`src/rtl/smd_pad_pkg.sv`:
```
// Shared definitions for the Mega Drive pad poller: button bit positions,
// phase count, FSM states and the final button-masking helper.
package smd_pad_pkg;

   localparam int N_PHASES = 8;

   localparam int UP = 0;
   localparam int DW = 1;
   localparam int LF = 2;
   localparam int RG = 3;
   localparam int A  = 4;
   localparam int B  = 5;
   localparam int C  = 6;
   localparam int ST = 7;
   localparam int Z  = 8;
   localparam int Y  = 9;
   localparam int X  = 10;
   localparam int MD = 11;

   typedef enum logic [1:0] {
      IDLE  = 2'd0,
      PHASE = 2'd1,
      DONE  = 2'd2
   } state_e;

   // Extended buttons only mean something on a six-button pad; no pad means no buttons.
   function automatic logic [11:0] mask_buttons(input logic present,
                                                input logic six,
                                                input logic [11:0] raw);
      logic [11:0] r;
      r = raw;
      if (!six) begin
         r[MD:Z] = 4'b0000;
      end
      if (!present) begin
         r = '0;
      end
      return r;
   endfunction

endpackage

```
`src/rtl/smd_pad_sync.sv`:
```
// Two-flop synchronizer for the asynchronous, active-low pad return pins.
// Resets to all-ones so an idle (released) line is seen during reset.
module smd_pad_sync #(
   parameter int W = 6
) (
   input  logic         clk,
   input  logic         rst_n,
   input  logic [W-1:0] d_i,
   output logic [W-1:0] q_o
);

   logic [W-1:0] meta_q;
   logic [W-1:0] sync_q;

   always_ff @(posedge clk or negedge rst_n) begin
      if (!rst_n) begin
         meta_q <= '1;
         sync_q <= '1;
      end else begin
         meta_q <= d_i;
         sync_q <= meta_q;
      end
   end

   assign q_o = sync_q;

endmodule

```
`src/rtl/smd_pad_poller.sv`:
```
// Mega Drive / Genesis controller port poller: drives SEL through the 8-phase
// six-button read, decodes 12 buttons plus pad presence/type, strobes valid.
module smd_pad_poller
   import smd_pad_pkg::*;
#(
   parameter int PHASE_CYCLES = 20,
   parameter int GAP_CYCLES   = 10000,
   parameter int FRAME_CYCLES = 166667
) (
   input  logic        clk,
   input  logic        rst_n,
   input  logic        enable,
   input  logic        poll_req,
   input  logic [5:0]  p_in,
   output logic        sel,
   output logic [11:0] buttons,
   output logic        six_button,
   output logic        pad_present,
   output logic        valid,
   output logic        busy
);

   localparam int PW = $clog2(PHASE_CYCLES);
   localparam int GW = $clog2(GAP_CYCLES + 1);
   localparam int FW = $clog2(FRAME_CYCLES);

   logic [5:0]    s;
   state_e        state_q;
   logic [2:0]    k_q;
   logic [PW-1:0] pcnt_q;
   logic [GW-1:0] gap_q;
   logic [FW-1:0] frame_q, frame_d;
   logic          pending_q, pending_d;
   logic          sel_q, valid_q, busy_q, six_q, present_q;
   logic [11:0]   buttons_q;
   logic          sh_present_q, sh_six_q;
   logic [11:0]   sh_btn_q;
   logic          auto_hit, gap_ok, start_poll, phase_last, last_phase;

   smd_pad_sync #(.W(6)) u_sync (
      .clk   (clk),
      .rst_n (rst_n),
      .d_i   (p_in),
      .q_o   (s)
   );

   assign auto_hit   = enable && (frame_q == FW'(FRAME_CYCLES - 1));
   assign gap_ok     = (gap_q == GW'(GAP_CYCLES));
   assign start_poll = (state_q == IDLE) && gap_ok && (pending_q || poll_req || auto_hit);
   assign phase_last = (pcnt_q == PW'(PHASE_CYCLES - 1));
   assign last_phase = (k_q == 3'(N_PHASES - 1));

   // Frame counter saturates so a late auto trigger is held, not lost.
   always_comb begin
      frame_d   = frame_q;
      pending_d = pending_q | poll_req;
      if (start_poll) begin
         frame_d   = '0;
         pending_d = 1'b0;
      end else if (frame_q != FW'(FRAME_CYCLES - 1)) begin
         frame_d = frame_q + 1'b1;
      end
   end

   always_ff @(posedge clk or negedge rst_n) begin
      if (!rst_n) begin
         frame_q   <= '0;
         pending_q <= 1'b0;
      end else begin
         frame_q   <= frame_d;
         pending_q <= pending_d;
      end
   end

   always_ff @(posedge clk or negedge rst_n) begin
      if (!rst_n) begin
         state_q      <= IDLE;
         k_q          <= '0;
         pcnt_q       <= '0;
         gap_q        <= GW'(GAP_CYCLES);
         sel_q        <= 1'b1;
         valid_q      <= 1'b0;
         busy_q       <= 1'b0;
         six_q        <= 1'b0;
         present_q    <= 1'b0;
         buttons_q    <= '0;
         sh_present_q <= 1'b0;
         sh_six_q     <= 1'b0;
         sh_btn_q     <= '0;
      end else begin
         valid_q <= 1'b0;
         case (state_q)
            IDLE: begin
               sel_q <= 1'b1;
               if (!gap_ok) begin
                  gap_q <= gap_q + 1'b1;
               end
               if (start_poll) begin
                  state_q <= PHASE;
                  k_q     <= '0;
                  pcnt_q  <= '0;
                  sel_q   <= 1'b0;
                  busy_q  <= 1'b1;
               end
            end

            PHASE: begin
               if (phase_last) begin
                  pcnt_q <= '0;
                  // Return pins are sampled at the very end of each phase so the pad has settled.
                  case (k_q)
                     3'd0: begin
                        sh_present_q <= (s[3:2] == 2'b00);
                        sh_btn_q[A]  <= ~s[1];
                        sh_btn_q[ST] <= ~s[0];
                     end
                     3'd1: begin
                        sh_btn_q[UP] <= ~s[5];
                        sh_btn_q[DW] <= ~s[4];
                        sh_btn_q[LF] <= ~s[3];
                        sh_btn_q[RG] <= ~s[2];
                        sh_btn_q[B]  <= ~s[1];
                        sh_btn_q[C]  <= ~s[0];
                     end
                     3'd4: begin
                        sh_six_q <= (s[5:2] == 4'b0000);
                     end
                     3'd5: begin
                        sh_btn_q[Z]  <= ~s[5];
                        sh_btn_q[Y]  <= ~s[4];
                        sh_btn_q[X]  <= ~s[3];
                        sh_btn_q[MD] <= ~s[2];
                     end
                     default: ;
                  endcase
                  if (last_phase) begin
                     state_q   <= DONE;
                     sel_q     <= 1'b1;
                     valid_q   <= 1'b1;
                     present_q <= sh_present_q;
                     six_q     <= sh_present_q & sh_six_q;
                     buttons_q <= mask_buttons(sh_present_q, sh_six_q, sh_btn_q);
                  end else begin
                     k_q   <= k_q + 3'd1;
                     sel_q <= ~k_q[0];
                  end
               end else begin
                  pcnt_q <= pcnt_q + 1'b1;
               end
            end

            DONE: begin
               state_q <= IDLE;
               gap_q   <= '0;
               busy_q  <= 1'b0;
            end

            default: state_q <= IDLE;
         endcase
      end
   end

   assign sel         = sel_q;
   assign buttons     = buttons_q;
   assign six_button  = six_q;
   assign pad_present = present_q;
   assign valid       = valid_q;
   assign busy        = busy_q;

endmodule
```
`config.mk`:
```
export PLATFORM = sky130hd
export DESIGN_NAME = smd_pad_poller
export DESIGN_NICKNAME = d
export VERILOG_FILES = /design/src/rtl/smd_pad_pkg.sv /design/src/rtl/smd_pad_sync.sv /design/src/rtl/smd_pad_poller.sv
export SDC_FILE = /design/constraint.sdc
export NUM_CORES = 1
export LEC_CHECK = 0
export CAP_MARGIN = 20
export CORE_AREA = 4 4 119 121
export CTS_CLUSTER_DIAMETER = 30
export CTS_CLUSTER_SIZE = 10
export DETAILED_ROUTE_END_ITERATION = 6
export DIE_AREA = 0 0 123 125
export PLACE_DENSITY_LB_ADDON = 0.12
export RECOVER_POWER = 100
export REMOVE_ABC_BUFFERS = 1
export SKIP_LAST_GASP = 1
export SLEW_MARGIN = 20
export SYNTH_ARGS = -nofsm -noshare
export SYNTH_HDL_FRONTEND = slang
export SYNTH_SLANG_ARGS = --single-unit
```
`constraint.sdc`:
```
create_clock -name clk -period 4.9 [get_ports clk]
set_clock_uncertainty 0.05 [all_clocks]
set_input_delay 0.49 -clock clk [delete_from_list [all_inputs] [get_ports clk]]
set_output_delay 0.49 -clock clk [all_outputs]
set_load 0.01 [all_outputs]
```
-- Word level (Yosys, flattened, before mapping)
Index checks and enable logic that the tools add are counted.
- output and inout bits: 17
- logic and storage cells: 97
- input port bits: 10
- register bits: 86
- reductions and logical operators: 23
- bitwise operators: 9
- $add $sub $neg: 4
- mux-type cells: 27
- equal/unequal tests: 15
- operators by type and width (kind ; count):
    18-bit 2-to-1 mux ; 2
    14-bit one-hot mux with 2 select lines ; 1
    18-bit by 1-bit adder with 18-bit output (second input constant) ; 1
    18-bit equality test (second input constant) ; 1
    18-bit != test (second input constant) ; 1
    3-bit AND reduction ; 6
    14-bit by 1-bit adder with 14-bit output (second input constant) ; 1
    14-bit equality test (second input constant) ; 1
    14-bit 2-to-1 mux ; 1
    12-bit 2-to-1 mux ; 1
    5-bit 2-to-1 mux ; 2
    2-bit != test (second input constant) ; 5
    5-bit one-hot mux with 2 select lines ; 1
    3-bit equality test (second input constant) ; 3
    3-bit 2-to-1 mux ; 3
    1-bit 2-to-1 mux ; 8
    2-bit AND reduction ; 4
    1-bit inverter ; 7
    2-bit 2-to-1 mux ; 3
    3-bit one-hot mux with 2 select lines ; 1
    2-bit nonzero test ; 3
    5-bit by 1-bit adder with 5-bit output (second input constant) ; 1
    5-bit equality test (second input constant) ; 1
    2-bit logical NOT ; 2
    14 further kinds ; 18

-- Depth between registers and ports, before layout
Gate-level depths: netlist of the first run.
- depth after elaboration: 6
- gate-level depth with buffers: 8
- gate-level depth less buffers: 7

-- By module
From an unflattened synthesis of the first run, not the netlist that was laid out.
- cells, all modules: 373
- area total of the unflattened synthesis: 3788.6 µm²
- by module, submodules not included (module ; sequential area each (µm²) ; instances ; cells an instance ; area an instance (µm²)):
    smd_pad_poller ; 1859.3 ; 1 ; 361 ; 3473.3
    smd_pad_sync ; 315.3 ; 1 ; 12 ; 315.3

-- Least setup slack after synthesis of the first run
No wires, ideal clock.
- kind: flip-flop to flip-flop
- start: register gap_q[8]
- end: register pcnt_q[1]
- data required time: 4.714 ns
- clock period less this slack: 1.741 ns
- stages on the path, launching flop included: 7
- buffers on the path: 1
- setup time: 0.136 ns
- data arrival time: 1.556 ns
- slack: 3.159 ns
- path through: dfstp_2 -> nor4b_2 -> nand4_2 -> or2_4 -> nor2_4 -> buf_6 -> o22ai_1
- longest elaborated chain between the ends: 5
- ends and longest elaborated chain (element ; RTL line ; text):
    start: declaration ; smd_pad_poller.sv:31 ; logic [GW-1:0] gap_q;
    start signal: assignment ; smd_pad_poller.sv:80 ; gap_q <= GW'(GAP_CYCLES);
    start signal: assignment ; smd_pad_poller.sv:96 ; gap_q <= gap_q + 1'b1;
    14-bit equality test ; smd_pad_poller.sv:48 ; assign gap_ok = (gap_q == GW'(GAP_CYCLES));
    1-bit logical AND (2 in a row) ; smd_pad_poller.sv:49 ; assign start_poll = (state_q == IDLE) && gap_ok && (pending_q || poll_req || auto_hit);
    2-bit != test (no source line) ; n/a ;
    2-bit AND reduction (no source line) ; n/a ;
    end signal: assignment ; smd_pad_poller.sv:148 ; pcnt_q <= pcnt_q + 1'b1;
    end: declaration ; smd_pad_poller.sv:30 ; logic [PW-1:0] pcnt_q;
No other way between the ends.
A chain may end at the register's enable or synchronous reset.

-- Worst setup path in the final report of the first run
- start: register gap_q[0]
- end: register pcnt_q[0]
The elaborated chain is that of the path after synthesis.

==> results of run 1 <==
sequential cells by signal (all words and copies together) (netlist names):
register and flops:
sh_present_q 1, k_q 3, pad_present 1, pending_q 1, state_q 2, busy 1
buttons 12, pcnt_q 5, sh_six_q 1, six_button 1, sel 1, valid 1
sh_btn_q 12, u_sync.meta_q 6, u_sync.q_o 6, gap_q 14, frame_q 18
cells by family after synthesis:
kind of cell	after synthesis	synth area share, %
compound gates	57	8.51
fa+ha+maj	9	2.91
xor+xnor	25	5.67
simple gates	167	22.6
mux	3	0.939
buf+inv	25	3.11
flops	86	56.3
routing by layer:
layer	routed length, µm	share of wire, %
met5	0	0
met4	112	1.5
met3	238	3.2
met2	3450	47
met1	3590	49
cell usage after synthesis, drive strengths merged (8+ instances only):
cell	number	area share, %
nor2	41	4.4
inv	12	1.2
nand2	51	5.0
dfrtp	68	44
o21ai	36	4.7
nand4	8	1.5
ha	9	2.9
nand3	23	3.0
xor2	16	3.6
xnor2	9	2.0
dfstp	18	12
worst min-delay path by stage:
stage | startpoint | to | slack [ps] | cells past startpoint
after floorplan | rst_n | busy | 140 | 0
after global placement | u_sync.meta_q[2] | u_sync.q_o[2] | 300 | 0
after detailed placement | u_sync.meta_q[2] | u_sync.q_o[2] | 300 | 0
after CTS | rst_n | buttons[4] | 40 | 1
after global routing | u_sync.meta_q[1] | u_sync.q_o[1] | 310 | 0
final | u_sync.meta_q[0] | u_sync.q_o[0] | 310 | 0
layout make-up:
cell class,count,share of cell area (%)
clock inverter,5,1.79
inverter,12,0.989
sequential,86,47.7
clock buffer,11,5.33
multi-input combinational,261,33.6
tap,176,4.83
timing repair buffer,27,5.69
power groups by stage:
stage          Sequential [mW]  Combinational, mW  Clock [mW]
2_1_floorplan            0.967              0.276           0
5_1_grt                   1.02              0.404       0.800
4_1_cts                  0.998              0.357       0.774
6_report                 0.997              0.338       0.743
3_3_place_gp              1.01              0.353           0
3_5_place_dp              1.01              0.354           0
worst reg2reg max path, delay by kind of cell (launching register included):
family / cells / cell delay, ps
simple gates: 4 / 1900
flops: 1 / 420
compound gates: 1 / 280
fa+ha+maj: 1 / 130
buf+inv: 1 / 70
through the flow:
stage,total power [mW],util [%],std cells,instance area [µm²]
floorplan,1.24,-,359,3790
finish,2.08,34.8,578,4560
detailed placement,1.36,32.7,562,4280
CTS,2.13,35.2,578,4600
global route,2.23,34.8,578,4560
global placement,1.36,32.7,562,4280
==> out/results.txt, run 1 <==
Switching pwr: 0.620 mW
Max frequency: 330 MHz
Die area: 15400 µm²
Synthesized area: 3860 µm²
Seq cells post-synth: 86
Hold-fix buffers, CTS: 0
Fraction of registers with async set/reset: 100%
GRT busiest layer: met2
Comb pwr share: 16.3%
Slowest CP cell: nor2_1
Leak pwr: 1.95 nW
Post-synth top flop: dfrtp_1
Buffers and inverters on the worst path: 1
Violated checks: capacitance limit, slew limit
DP HPWL: 5.12 mm
Initial antenna violation count: 0
1st-pass router iterations: 4
HP Class: reg2reg
Switching Fraction: 29.8%
Worst reg2reg path depth: 7
Post-DR vias/cell: 4.53
WP data arrival: 3130 ps
Setup tns final: 0 ps
WHS: 306 ps
Most frequent cells in the layout: dfrtp_1 (68), nand2_1 (51), nor2_1 (41)
# DRC: 0
Fin crit share: 61.9%
Post-synth EDFFs: 0
CP Capture Type: register
ANT cells: 0
YS warnings: 0
IO buf count: 26
# Post-CTS Setup Buffers: 0
Final #Nets: 416
Pint: 1.46 mW
Clk pin slew, worst setup/hold paths: 60 ps
GRT Total Usage: 10.6%
Worst EP required: 5000 ps
GP Congestion: 0.720
Initial DRC Count: 136
Slew HR: -15.4%
Max-slew violations: 60
Remaining global-route overflow: 0
Layout cell share with drive strength beyond 1: 10.4%
# clock sinks: 86
Worst-margin pin slew: 1730 ps
Total Routed Length: 7.40 mm
IR drop worst, VDD: 228 µV
Power Density: 456 nW/µm²
Htree depth: 3
Core Area: 13100 µm²
Reg-to-reg endpoint: pcnt_q[0]
CTS Buf Count: 9
Final Worst Setup Slack: 1870 ps
Post-Place Setup Slack: 2670 ps
Clk_lat worst skew: 340 ps
Worst setup path startpoint: gap_q[0]
Initial core utilization: 29.5%
Cells after Synth: 372
Max incr delay on CP: 1160 ps
Fill cells: 1323
Startpoint types: register
Met3 usage: 2.30%
Vias: 2618
Crit-path leading delay family: simple AND/OR/NAND/NOR gates
Vias in the first global route: 2570
Pin count of the biggest net entering global routing: 54
Worst setup path endpoint: pcnt_q[0]
CP Cell Sequence: inv_1 > ha_1 > and4bb_1 > nand4_1 > or2_0 > nor2_1 > o21ai_0
IO Count: 27
Tmin final: 3030 ps
RR Startpoint: gap_q[0]
First-pass GRT wire length: 12.9 mm
Die Wd: 123 µm
Post-DRT Antenna Nets: 0
Distinct cells, synth: 56
Stages on worst setup path: 7
Area Growth Syn to Fin: 17.9%
CTS tree: yes
Final Hold Vio Count: 0
Max clock buf depth: 2
Max-cap violations: 2
RSZ-0062 raised after global routing: false
Multi-input gate area: 1530 µm²
Clock power frac: 35.8%
DIE HEIGHT: 125 µm
Crit Path Max Fanout: 24
Routed wire per std cell: 12.8 µm
Reg power frac: 48.0%
Outcome: finished, violations left
Met1 usage: 13.6%
Syn Area/Cell: 10.4 µm²
Commonest non-fill, non-tap cell in the layout: dfrtp_1
Setup CP Type: reg2reg
CTS root buffer: clkbuf_16
R2r setup slk: 1870 ps
Final Setup Violations: 0
Sequential share of the synthesized area: 56.3%
# resized after CTS: 0
FF/Latch Area: 2170 µm²
GRT met2 Usage: 16.9%
Row count: 42
Power figures use the tool's default switching activity.
==> inputs of run 2 (changes only) <==
==> constraint.sdc (replaced) <==
create_clock -name clk -period 3.1 [get_ports clk]
set_clock_uncertainty 0.05 [all_clocks]
set_input_delay 0.31 -clock clk [delete_from_list [all_inputs] [get_ports clk]]
set_output_delay 0.31 -clock clk [all_outputs]
set_load 0.01 [all_outputs]
==> run 2 against run 1 <==
Compared with the run above: sequential share of layout area up 0.40 points; the run now ends clean; largest power group unchanged; critical path type unchanged; critical path depth down 3; highest routed layer unchanged; sequential power increased by 57%.
==> out/results.txt, run 2 (synthesis gave the netlist of run 1 again) <==
Outcome: completed
IR drop worst, VDD: 417 µV
Stages on worst setup path: 4
Initial core utilization: 29.5%
# resized after CTS: 0
ANT cells: 0
Final #Nets: 418
Reg-to-reg endpoint: pad_present
Slowest CP cell: dfrtp_1
RSZ-0062 raised after global routing: false
Fin crit share: 76.0%
Vias in the first global route: 2601
Final Worst Setup Slack: 745 ps
Non-filler cells, final: 580
Commonest non-fill, non-tap cell in the layout: dfrtp_1
Clk_lat worst skew: 340 ps
RR Startpoint: state_q[0]
Power Density: 681 nW/µm²
Setup tns final: 0 ps
Die area: 15400 µm²
GRT Total Usage: 10.5%
Max-cap violations: 0
Worst-margin pin slew: 1310 ps
DIE HEIGHT: 125 µm
Area Growth Syn to Fin: 16.9%
Tmin final: 2360 ps
CP Capture Type: register
Core Area: 13100 µm²
GP Congestion: 0.747
IO Count: 27
Crit-path leading delay family: simple AND/OR/NAND/NOR gates
Max clock buf depth: 2
Hold Path Origin: u_sync.meta_q[2]
Worst setup path endpoint: pad_present
Most frequent cells in the layout: dfrtp_1 (68), nand2_1 (51), nor2_1 (40)
# Post-CTS Setup Buffers: 0
DP HPWL: 5.08 mm
IO buf count: 26
Max frequency: 425 MHz
Hold-fix buffers, CTS: 1
1st-pass router iterations: 4
Leak pwr: 1.93 nW
Die Wd: 123 µm
R2r setup slk: 740 ps
WP data arrival: 2530 ps
Worst setup path startpoint: state_q[0]
CTS root buffer: clkbuf_16
Final Hold Vio Count: 0
First-pass GRT wire length: 12.6 mm
CP Cell Sequence: nand3b_1 > nor2_1 > nand2_1 > mux2_1
Pin count of the biggest net entering global routing: 55
Startpoint types: register
Routed wire per std cell: 12.4 µm
Post-DRT Antenna Nets: 0
Final Setup Violations: 0
Inst Count DP: 563
Max incr delay on CP: 610 ps
Setup CP Type: reg2reg
Post-route cell area: 4520 µm²
Largest regs: frame_q (18), gap_q (14)
Htree depth: 3
Max reg flops: 18
Initial DRC Count: 104
Slew HR: 12.8%
Worst reg2reg path depth: 4
Initial antenna violation count: 0
CTS Buf Count: 9
Vias: 2594
Crit Path Max Fanout: 29
# clock sinks: 86
CTS tree: yes
Clk pin slew, worst setup/hold paths: 60 ps
Post-Place Setup Slack: 855 ps
HP Class: reg2reg
Post-DR vias/cell: 4.47
# DRC: 0
Hold path depth: 0
Buffers and inverters on the worst path: 0
Max-slew violations: 0
Final core utilization: 34.5%
Reg with most FFs: frame_q
Row count: 42
Worst EP required: 3270 ps
Dpl cell area: 4280 µm²
Remaining global-route overflow: 0
Layout cell share with drive strength beyond 1: 10.4%
Total Routed Length: 7.19 mm
==> run 2: metal layers <==
layer / GRT usage (%) / wire length (µm)
met5: 0 / 0
met4: 5.08 / 174
met3: 3.61 / 289
met2: 16.6 / 3400
met1: 12.7 / 3330
==> run 2: cell type report <==
class / instances / area [µm²]
Tap cell: 176 / 220
Clock inverter: 5 / 36.3
Multi-Input combinational cell: 261 / 1530
Sequential cell: 86 / 2170
Inverter: 12 / 45.0
Fill cell: 1306 / 8570
Clock buffer: 11 / 233
Timing Repair Buffer: 29 / 280
==> run 2: worst min-delay path by stage <==
stage	endpoint	slack (ps)
floorplan	busy	-40
detailed placement	u_sync.q_o[2]	300
global route	u_sync.q_o[3]	310
finish	u_sync.q_o[2]	310
CTS	u_sync.meta_q[5]	300
global placement	u_sync.q_o[3]	300
==> run 2: per-stage QoR <==
step | power, mW | hold slack, ps
floorplan | 1.96 | -35.6
global placement | 2.16 | 296
detailed placement | 2.16 | 297
CTS | 3.18 | 299
global route | 3.32 | 310
finish | 3.08 | 305
==> run 2: power breakdown <==
| part | internal, mW | leakage [nW] | switching, mW |
|---|---|---|---|
| Combinational | 0.248 | 0.747 | 0.281 |
| Sequential | 1.33 | 1.06 | 0.246 |
| Clock | 0.543 | 0.122 | 0.430 |
==> inputs of run 3 (changes only) <==
==> constraint.sdc (replaced) <==
create_clock -name clk -period 2.4 [get_ports clk]
set_clock_uncertainty 0.05 [all_clocks]
set_input_delay 0.24 -clock clk [delete_from_list [all_inputs] [get_ports clk]]
set_output_delay 0.24 -clock clk [all_outputs]
set_load 0.01 [all_outputs]
==> run 3 against run 2 <==
Compared with the run above: critical path depth grew 4; first-iteration DRC count increased by 38%; register-to-register slack got worse by 430 ps; sequential cell count is the same; wire length grew 0.33%; global-route usage about the same; critical endpoint is now frame_q[7]; largest power group unchanged.
==> out/results.txt, run 3 (synthesis gave the netlist of run 1 again) <==
Remaining global-route overflow: 0
Slew HR: 45.6%
# resized after CTS: 0
CTS root buffer: clkbuf_16
IO Count: 27
Initial antenna violation count: 0
Vias: 2591
Clk pin slew, worst setup/hold paths: 60 ps
# clock sinks: 86
Post-DRT Antenna Nets: 0
Clk_lat worst skew: 340 ps
Row count: 42
Vias in the first global route: 2618
GRT Total Usage: 10.4%
DP HPWL: 4.97 mm
WP data arrival: 2250 ps
Area Growth Syn to Fin: 18.5%
GP Congestion: 0.748
Crit Path Max Fanout: 18
Switching pwr: 1.25 mW
Die area: 15400 µm²
Worst-margin pin slew: 817 ps
Largest regs: frame_q (18), gap_q (14)
Worst setup path startpoint: gap_q[0]
Die Wd: 123 µm
Hold Path Origin: u_sync.meta_q[5]
Routed wire per std cell: 12.4 µm
First-pass GRT wire length: 12.8 mm
1st-pass router iterations: 4
Layout cell share with drive strength beyond 1: 11.8%
Most frequent cells in the layout: dfrtp_1 (68), nand2_1 (51), nor2_1 (39)
# DRC: 0
Max clock buf depth: 2
RSZ-0062 raised after global routing: false
Final core utilization: 35.0%
Pin count of the biggest net entering global routing: 55
Initial DRC Count: 144
Max reg flops: 18
RR Startpoint: gap_q[0]
Final Setup Violations: 0
Htree depth: 3
Outcome: completed
IR drop worst, VDD: 404 µV
Setup CP Type: reg2reg
ANT cells: 0
Initial core utilization: 29.5%
R2r setup slk: 310 ps
Worst EP required: 2570 ps
Startpoint types: register
Setup tns final: 0 ps
IO buf count: 26
CTS tree: yes
Final Hold Vio Count: 0
Clock power frac: 33.5%
Power Density: 899 nW/µm²
Reg with most FFs: frame_q
Pint: 2.87 mW
HP Class: reg2reg
Max-slew violations: 0
Tmin final: 2090 ps
CTS Buf Count: 9
Fin crit share: 86.9%
Total Routed Length: 7.22 mm
Core Area: 13100 µm²
CP Capture Type: register
Switching Fraction: 30.3%
Comb pwr share: 17.7%
Max-cap violations: 0
Max frequency: 479 MHz
Reg power frac: 48.8%
Leak pwr: 1.96 nW
# Post-CTS Setup Buffers: 0
Post-DR vias/cell: 4.44
Final #Nets: 421
Commonest non-fill, non-tap cell in the layout: dfrtp_1
DIE HEIGHT: 125 µm
[run 3: area by class of cell]
| cell class | instances | area (µm²) |
|---|---|---|
| fill | 1332 | 8500 |
| sequential | 86 | 2170 |
| multi-input combinational | 261 | 1550 |
| timing repair buffer | 32 | 297 |
| clock buffer | 12 | 246 |
| tap | 176 | 220 |
| clock inverter | 4 | 47.5 |
| inverter | 12 | 45.0 |
[run 3: metrics by stage]
step	setup slack [ps]	instances	hold slack [ps]	total power, mW	cell area, µm²
3_5_place_dp	391	566	173	2.80	4320
6_report	314	583	305	4.12	4580
5_1_grt	136	583	308	4.41	4580
3_3_place_gp	402	566	176	2.80	4320
2_1_floorplan	502	359	-106	2.54	3790
4_1_cts	373	583	242	4.21	4620
[run 3: final timing paths]
kind / to / cells past startpoint
max: frame_q[7] / 8
min: u_sync.q_o[5] / 0
max reg2reg: frame_q[7] / 8
min reg2reg: u_sync.q_o[5] / 0
max in group asynchronous: pcnt_q[2] / 3
min in group asynchronous: valid / 2
[run 3: power groups by stage]
stage                     sequential, mW  clock (mW)  combinational (mW)
final                               2.01        1.38               0.728
after detailed placement            2.04           0               0.759
after floorplan                     1.97           0               0.564
after CTS                           2.02        1.43               0.764
after global placement              2.04           0               0.758
after global routing                2.06        1.50               0.861
[run 3: what timing repair did]
| action | 4_1_cts | 5_1_grt |
|---|---|---|
| hold endpoints to repair | 24 | 0 |
| hold buffers | 1 | 0 |
| setup endpoints to repair | 0 | 0 |
[run 3: metal layers]
metal / GRT usage, % / share of wire (%) / wire length (µm)
met1: 13.5 / 47 / 3400
met2: 16.2 / 47 / 3380
met3: 3.03 / 3.8 / 273
met4: 4.69 / 2.3 / 167
met5: 0 / 0 / 0
[run 3: worst max-delay path, cell delays in order (launching register included)]
cell,delay (ps)
dfrtp_1,430
inv_1,80
ha_1,130
and4bb_1,190
nand4_1,220
or2_4,340
nor2_4,180
buf_4,260
nor2_1,80
